`config.mk`:
```
export PLATFORM = sky130hd
export DESIGN_NAME = fifo_drain_buffer
export DESIGN_NICKNAME = d
export VERILOG_FILES = /design/src/rtl/fifo_drain_buffer_pkg.sv /design/src/rtl/fifo_drain_buffer_ram.sv /design/src/rtl/fifo_drain_buffer.sv
export SDC_FILE = /design/constraint.sdc
export NUM_CORES = 1
export LEC_CHECK = 0
export CAP_MARGIN = 20
export CORE_MARGIN = 3
export CORE_UTILIZATION = 32
export CTS_CLUSTER_SIZE = 30
export DETAILED_ROUTE_END_ITERATION = 8
export HOLD_SLACK_MARGIN = 0.05
export PLACE_DENSITY = 0.59
export SYNTH_ARGS = -nofsm -noshare
export SYNTH_HDL_FRONTEND = slang
export SYNTH_SLANG_ARGS = --single-unit
```
`constraint.sdc`:
```
create_clock -name clk -period 7 [get_ports clk]
set_input_delay 1.05 -clock clk [delete_from_list [all_inputs] [get_ports clk]]
set_output_delay 1.05 -clock clk [all_outputs]
set_load 0.03 [all_outputs]
```
`src/rtl/fifo_drain_buffer_pkg.sv`:
```
`default_nettype none
// ============================================================================
//  fifo_drain_buffer_pkg
//  Shared state encoding and default sizing for the FIFO drain buffer.
//  Revision: 1.0
// ============================================================================
package fifo_drain_buffer_pkg;

    localparam int C_DATA_W = 8;
    localparam int C_DEPTH  = 16;
    localparam int C_ADDR_W = 4;
    localparam int C_SUM_W  = C_DATA_W + C_ADDR_W;

    typedef enum logic [1:0] {
        IDLE  = 2'd0,
        DRAIN = 2'd1,
        DONE  = 2'd2
    } drain_state_e;

endpackage : fifo_drain_buffer_pkg
`default_nettype wire

```
`src/rtl/fifo_drain_buffer_ram.sv`:
```
`default_nettype none
// ============================================================================
//  drain_buf_ram
//  DEPTH x DATA_W register array: synchronous write, combinational read,
//  asynchronous clear.
//  Revision: 1.0
// ============================================================================
module drain_buf_ram #(
    parameter int DATA_W = 8,
    parameter int DEPTH  = 16,
    parameter int ADDR_W = 4
) (
    input  logic              clk,
    input  logic              rst,
    input  logic              we_i,
    input  logic [ADDR_W-1:0] waddr_i,
    input  logic [DATA_W-1:0] wdata_i,
    input  logic [ADDR_W-1:0] raddr_i,
    output logic [DATA_W-1:0] rdata_o
);

    logic [DATA_W-1:0] mem_q [DEPTH];

    always_ff @(posedge clk or posedge rst) begin
        if (rst) begin
            for (int i = 0; i < DEPTH; i++) begin
                mem_q[i] <= '0;
            end
        end else if (we_i) begin
            mem_q[waddr_i] <= wdata_i;
        end
    end

    // Read-during-write returns the pre-edge contents.
    assign rdata_o = mem_q[raddr_i];

endmodule : drain_buf_ram
`default_nettype wire

```
`src/rtl/fifo_drain_buffer.sv`:
```
`default_nettype none
// ============================================================================
//  fifo_drain_buffer
//  Pops a DEPTH-byte burst from the read side of a FIFO into a local buffer,
//  summing the bytes, and flags done; buffer is readable combinationally.
//  Revision: 1.0
// ============================================================================
module fifo_drain_buffer
    import fifo_drain_buffer_pkg::*;
#(
    parameter int DATA_W = C_DATA_W,
    parameter int DEPTH  = C_DEPTH,
    parameter int ADDR_W = C_ADDR_W,
    parameter int SUM_W  = C_SUM_W
) (
    input  logic              clk,
    input  logic              rst,
    input  logic              start,
    input  logic              rempty,
    input  logic [DATA_W-1:0] rdata,
    output logic              rinc,
    input  logic [ADDR_W-1:0] rd_addr,
    output logic [DATA_W-1:0] rd_data,
    output logic [SUM_W-1:0]  sum,
    output logic [ADDR_W:0]   count,
    output logic              busy,
    output logic              done
);

    localparam int unsigned   C_LAST_I  = DEPTH - 1;
    localparam logic [ADDR_W:0]   C_LAST    = C_LAST_I[ADDR_W:0];
    localparam logic [ADDR_W:0]   C_CNT_ONE = {{ADDR_W{1'b0}}, 1'b1};
    localparam logic [ADDR_W-1:0] C_PTR_ONE = {{(ADDR_W-1){1'b0}}, 1'b1};

    drain_state_e      state_q;
    logic [SUM_W-1:0]  sum_q;
    logic [SUM_W-1:0]  sum_d;
    logic [ADDR_W:0]   count_q;
    logic [ADDR_W:0]   count_d;
    logic [ADDR_W-1:0] wptr_q;
    logic [ADDR_W-1:0] wptr_d;
    logic              busy_q;
    logic              done_q;
    logic              last_pop;

    // Never pop an empty FIFO; reset drops this immediately via state_q.
    assign rinc     = (state_q == DRAIN) && !rempty;

    assign sum_d    = sum_q + {{(SUM_W-DATA_W){1'b0}}, rdata};
    assign count_d  = count_q + C_CNT_ONE;
    assign wptr_d   = wptr_q + C_PTR_ONE;
    assign last_pop = rinc && (count_q == C_LAST);

    always_ff @(posedge clk or posedge rst) begin
        if (rst) begin
            state_q <= IDLE;
            sum_q   <= '0;
            count_q <= '0;
            wptr_q  <= '0;
            busy_q  <= 1'b0;
            done_q  <= 1'b0;
        end else begin
            case (state_q)
                IDLE, DONE: begin
                    if (start) begin
                        state_q <= DRAIN;
                        sum_q   <= '0;
                        count_q <= '0;
                        wptr_q  <= '0;
                        busy_q  <= 1'b1;
                        done_q  <= 1'b0;
                    end
                end
                DRAIN: begin
                    // start is deliberately not examined here.
                    if (rinc) begin
                        sum_q   <= sum_d;
                        count_q <= count_d;
                        wptr_q  <= wptr_d;
                        if (last_pop) begin
                            state_q <= DONE;
                            busy_q  <= 1'b0;
                            done_q  <= 1'b1;
                        end
                    end
                end
                default: begin
                    state_q <= IDLE;
                    busy_q  <= 1'b0;
                    done_q  <= 1'b0;
                end
            endcase
        end
    end

    drain_buf_ram #(
        .DATA_W (DATA_W),
        .DEPTH  (DEPTH),
        .ADDR_W (ADDR_W)
    ) u_ram (
        .clk     (clk),
        .rst     (rst),
        .we_i    (rinc),
        .waddr_i (wptr_q),
        .wdata_i (rdata),
        .raddr_i (rd_addr),
        .rdata_o (rd_data)
    );

    assign sum   = sum_q;
    assign count = count_q;
    assign busy  = busy_q;
    assign done  = done_q;

endmodule : fifo_drain_buffer
`default_nettype wire

```
==> results of run 1 <==
-- power by group through the flow --
stage                     combinational, mW  sequential [mW]  clock, mW
after floorplan                       0.916             1.53          0
after CTS                              1.34             1.50      0.959
final                                  1.32             1.51      0.936
after detailed placement               1.33             1.51          0
after global routing                   1.43             1.56       1.00
after global placement                 1.29             1.49          0
-- path summary, 6_finish.rpt --
| kind | startpoint | end | slack, ns |
|---|---|---|---|
| max in group asynchronous | rst | u_ram.mem_q[123] | 4.48 |
| hold / removal | sum[11] | sum[11] | 0.48 |
| min in group asynchronous | rst | sum[4] | 1.15 |
| setup / recovery | rempty | rinc | 2.28 |
| hold reg to reg | sum[11] | sum[11] | 0.48 |
| setup reg to reg | state_q[0] | u_ram.mem_q[116] | 4.06 |
-- kinds of logic (layout without fill, tap and decap cells) --
logic type,after synthesis,in the layout,synth area share
fa+ha+maj,15,15,0.0264
xor+xnor,6,6,0.00710
compound gates,36,36,0.0298
flops,153,153,0.517
mux,173,173,0.323
simple gates,79,79,0.0719
buf+inv,38,87,0.0243
-- final cells by class --
| cell class | instances | share of cell area |
|---|---|---|
| timing repair buffer | 45 | 0.0503 |
| clock inverter | 10 | 0.0165 |
| sequential | 153 | 0.443 |
| multi-input combinational | 309 | 0.392 |
| clock buffer | 22 | 0.0525 |
| inverter | 10 | 0.00492 |
| tap | 285 | 0.0412 |
-- state kept, by name, indices dropped and copies added, names as in the netlist --
| name | count |
|---|---|
| count | 5 |
| done | 1 |
| u_ram.mem_q | 128 |
| wptr_q | 4 |
| busy | 1 |
| state_q | 2 |
| sum | 12 |
-- worst register-to-register path: stages, from the launching register on --
cell and delay (ns):
dfrtp_1 0.44, or3b_1 0.71, inv_2 0.69, nand3_2 0.56
mux2_2 0.44
-- synth_stat cells, types with 4 or more instances --
cell type,count,share of area
nand3_1,19,0.013
o21ai_0,16,0.011
dfrtp_1,153,0.52
nand2_4,4,0.0061
buf_2,8,0.0054
nand2_1,17,0.0086
mux2_2,126,0.19
ha_1,14,0.024
inv_1,9,0.0046
a21oi_1,7,0.0047
xnor2_1,4,0.0047
clkbuf_1,14,0.0071
nor2_1,6,0.0030
nand3_2,12,0.016
mux2i_1,5,0.0068
mux4_2,40,0.12
-- metal layers --
layer | track usage | part of all wire
met1 | 0.194 | 0.46
met3 | 0.0350 | 0.042
met4 | 0.0385 | 0.014
met5 | 0 | 0
met2 | 0.235 | 0.49
==> flow_summary.json, run 1 <==
{
  "synth-async-reset-ratio": 1.00,
  "initial_core_util": 0.326,
  "fillers": 2080,
  "track_usage": 0.144,
  "placed_area_um2": 8060,
  "cts_max_level": 4,
  "drtIter0Drc": 164,
  "final_nets": 567,
  "ys_types": 45,
  "stdcell_count": 834,
  "pre_cts_slack_ns": 2.23,
  "setup_viol": 0,
  "die-height_um": 158,
  "crit_cells": 4,
  "drcViolationCount": 0,
  "worst_path_max_delay_cell": "clkdlybuf4s50_1",
  "crit_buf_inv": 3,
  "synth.cell_area_um2": 7400,
  "insertion_delay_ns": 0.41,
  "antenna_found_initial": 0,
  "fin_skew_ns": 0.00940,
  "status": "finished clean",
  "seqCellArea_um2": 3830,
  "power_mw": 3.77,
  "cp-start-kind": "input pin",
  "ctsHoldBuffers": 0,
  "dr.pass1.iters": 4,
  "rsz0062_at_grt": "no",
  "syn_area_per_cell_um2": 14.8,
  "viasPerCell": 5.20,
  "synth-main-ff-cell": "dfrtp_1",
  "max_clock_freq_ghz": 0.212,
  "coreArea_um2": 22700,
  "setup_ws_ns": 2.28,
  "wire_per_inst_um": 20.4,
  "finalHoldViolations": 0,
  "hold_slack_ns": 0.477,
  "postCtsSetupBuffers": 0,
  "synthesis.nets": 531,
  "worstPathCellList": "clkdlybuf4s50_1 > or3b_1 > inv_2 > clkdlybuf4s50_1",
  "slowest_delay_ns": 0.81,
  "dieArea_um2": 25000,
  "cp_max_fo": 29,
  "ys_ff_latch": 153,
  "root_buffer": "clkbuf_16",
  "p_sw_frac": 0.325,
  "r2r_cells": 4,
  "cts_buffers": 17,
  "cp-end-kind": "primary output",
  "grt_pass1_vias": 4640,
  "cts_resized": 0,
  "dp_cells": 802,
  "multiInputGateArea_um2": 3390,
  "ir_worst_vdd_uv": 214,
  "place_hpwl_um": 10800,
  "power_frac_comb": 0.351,
  "hold_depth": 1,
  "grt-ovfl-total": 0,
  "grt_pass1_wl_um": 27000,
  "insertedDiodeCount": 0,
  "clock-sinks": 153,
  "cts.clk_slew.worst_paths_ns": 0.06,
  "io_buffers": 43,
  "drtAntennaViolNets": 0,
  "ys_warn_count": 0,
  "min_period_ns": 4.72,
  "critical_path.most_common_cell": "clkdlybuf4s50_1",
  "final_common_cell": "dfrtp_1",
  "tritoncts": "built",
  "synth-seq-area-share": 0.517,
  "crit_family": "buffers and inverters",
  "syn2layout_area_growth_pct": 16.9,
  "crit_required_ns": 5.95,
  "pwr-share-clk": 0.248,
  "gp_congestion": 0.827,
  "wirelength_um": 17000,
  "fin_area_um2": 8650,
  "p_sw_mw": 1.22,
  "maxCapViolCount": 0,
  "layout-drive-gt1-share": 0.403,
  "fin_util": 0.381,
  "worstSetupPathType": "input pin to primary output",
  "slew_headroom": 0.393,
  "grt_max_degree": 86,
  "cts.path.max_buffers": 2,
  "min_path_type": "flip-flop to flip-flop",
  "synthCells": 500,
  "powerDensity_nw_per_um2": 435,
  "ios": 44,
  "worst-endpoint-arrival_ns": 3.67,
  "die_w_um": 158,
  "period_share": 0.674,
  "synth_edf_count": 0,
  "p_int_mw": 2.54,
  "leakage_nw": 3.82,
  "fin_setup_tns_ns": 0,
  "rows": 55,
  "sequentialPowerShare": 0.400,
  "worstMarginPinSlew_ns": 0.910,
  "layout_common_cells": "dfrtp_1, mux2_2, clkdlybuf4s50_1",
  "slew_violations": 0,
  "vias": 4336
}
Power figures use the tool's default switching activity.
==> run 2, diff against run 1 <==
clock period = 4.8 ns   (was 7 ns; I/O delays follow)
==> run 2 against run 1 <==
  * Non-clock buffer count increased by 2
  * Critical path depth increased by 1
  * Cell count unchanged
  * Global-route usage decreased by 0.21 points
  * Total power increased by 46%
  * Largest cell class unchanged
  * Worst setup slack got worse by 1.2 ns
  * Largest power group unchanged
  * Register-to-register slack got worse by 2.0 ns
==> flow_summary.json, run 2 (synthesis results as in run 1) <==
{
  "min_period_ns": 3.75,
  "final_nets": 569,
  "rows": 55,
  "layout-drive-gt1-share": 0.408,
  "grt_pass1_wl_um": 26600,
  "worstSetupPathType": "input pin to primary output",
  "leakage_nw": 3.83,
  "fin_setup_tns_ns": 0,
  "postCtsSetupBuffers": 0,
  "crit_cells": 5,
  "stdcell_count": 834,
  "min_path_type": "flip-flop to flip-flop",
  "wirelength_um": 16900,
  "largest_reg_flops": 128,
  "viasPerCell": 5.21,
  "fin_skew_ns": 0.00810,
  "setup_viol": 0,
  "coreArea_um2": 22700,
  "rsz0062_at_grt": "no",
  "vias": 4343,
  "ios": 44,
  "wire_per_inst_um": 20.3,
  "slew_violations": 0,
  "insertedDiodeCount": 0,
  "cp_max_fo": 18,
  "place_hpwl_um": 10800,
  "crit_family": "buffers and inverters",
  "cts.clk_slew.worst_paths_ns": 0.06,
  "grt_max_degree": 154,
  "cts.path.max_buffers": 2,
  "hold_depth": 1,
  "tritoncts": "built",
  "die-height_um": 158,
  "cts_buffers": 17,
  "period_share": 0.781,
  "drtAntennaViolNets": 0,
  "root_buffer": "clkbuf_16",
  "worstMarginPinSlew_ns": 0.873,
  "top_register": "u_ram.mem_q",
  "crit_buf_inv": 3,
  "cts_max_level": 4,
  "cp-start-kind": "input pin",
  "worst_path_max_delay_cell": "clkdlybuf4s50_1",
  "drtIter0Drc": 219,
  "max_clock_freq_ghz": 0.267,
  "ir_worst_vdd_uv": 302,
  "crit_required_ns": 4.08,
  "track_usage": 0.142,
  "cts_resized": 0,
  "hold_slack_ns": 0.484,
  "die_w_um": 158,
  "layout_common_cells": "dfrtp_1, mux2_2, clkdlybuf4s50_1",
  "maxCapViolCount": 0,
  "dr.pass1.iters": 4,
  "initial_core_util": 0.326,
  "r2r_cells": 5,
  "dieArea_um2": 25000,
  "worst-endpoint-arrival_ns": 3.03,
  "io_buffers": 43,
  "antenna_found_initial": 0,
  "clock-sinks": 153,
  "powerDensity_nw_per_um2": 633,
  "ff2ff_setup_slack_ns": 2.10,
  "slowest_delay_ns": 0.61,
  "slew_headroom": 0.418,
  "syn2layout_area_growth_pct": 17.6,
  "cp-end-kind": "primary output",
  "gp_congestion": 0.846,
  "worstPathCellList": "buf_2 > buf_12 > mux4_2 > mux4_2 > clkdlybuf4s50_1",
  "grt-ovfl-total": 0,
  "ctsHoldBuffers": 0,
  "dp_cells": 804,
  "status": "finished clean",
  "finalHoldViolations": 0,
  "grt_pass1_vias": 4663,
  "final_common_cell": "dfrtp_1",
  "insertion_delay_ns": 0.43,
  "critical_path.most_common_cell": "mux4_2",
  "drcViolationCount": 0
}
run 2: final cells by class:
cell class | instances | area (µm²)
Sequential cell | 153 | 3830
Tap cell | 285 | 357
Clock inverter | 9 | 140
Fill cell | 2109 | 14000
Clock buffer | 21 | 470
Inverter | 10 | 41.3
Multi-Input combinational cell | 309 | 3390
Timing Repair Buffer | 47 | 475
run 2: path summary, 6_finish.rpt:
path | startpoint | endpoint
worst max-delay path | rd_addr[0] | rd_data[4]
worst min-delay path | sum[11] | sum[11]
worst max register to register | state_q[0] | u_ram.mem_q[76]
worst min register to register | sum[11] | sum[11]
max in group asynchronous | rst | u_ram.mem_q[123]
min in group asynchronous | rst | count[0]
run 2: layer usage:
| layer | global-route usage | up-vias | wire length (µm) |
|---|---|---|---|
| met5 | 0 | - | 0 |
| met4 | 0.0340 | 0 | 161 |
| met3 | 0.0388 | 11 | 561 |
| met2 | 0.232 | 62 | 8420 |
| met1 | 0.191 | 2335 | 7760 |
| li1 | - | 1935 | - |
run 2: per-stage QoR:
| stage | total power, mW | util | instance area, µm² | setup slack (ns) |
|---|---|---|---|---|
| 6_report | 5.51 | 0.383 | 8700 | 1.05 |
| 2_1_floorplan | 3.56 | - | 7400 | 1.74 |
| 3_5_place_dp | 4.15 | 0.356 | 8090 | 0.986 |
| 3_3_place_gp | 4.06 | 0.356 | 8090 | 0.996 |
| 5_1_grt | 5.83 | 0.383 | 8700 | 0.929 |
| 4_1_cts | 5.57 | 0.383 | 8700 | 0.992 |
run 2: power breakdown:
part           switching (mW)  total (mW)  internal, mW
combinational           0.905        1.93          1.02
clock                   0.537        1.40         0.859
sequential              0.335        2.19          1.85
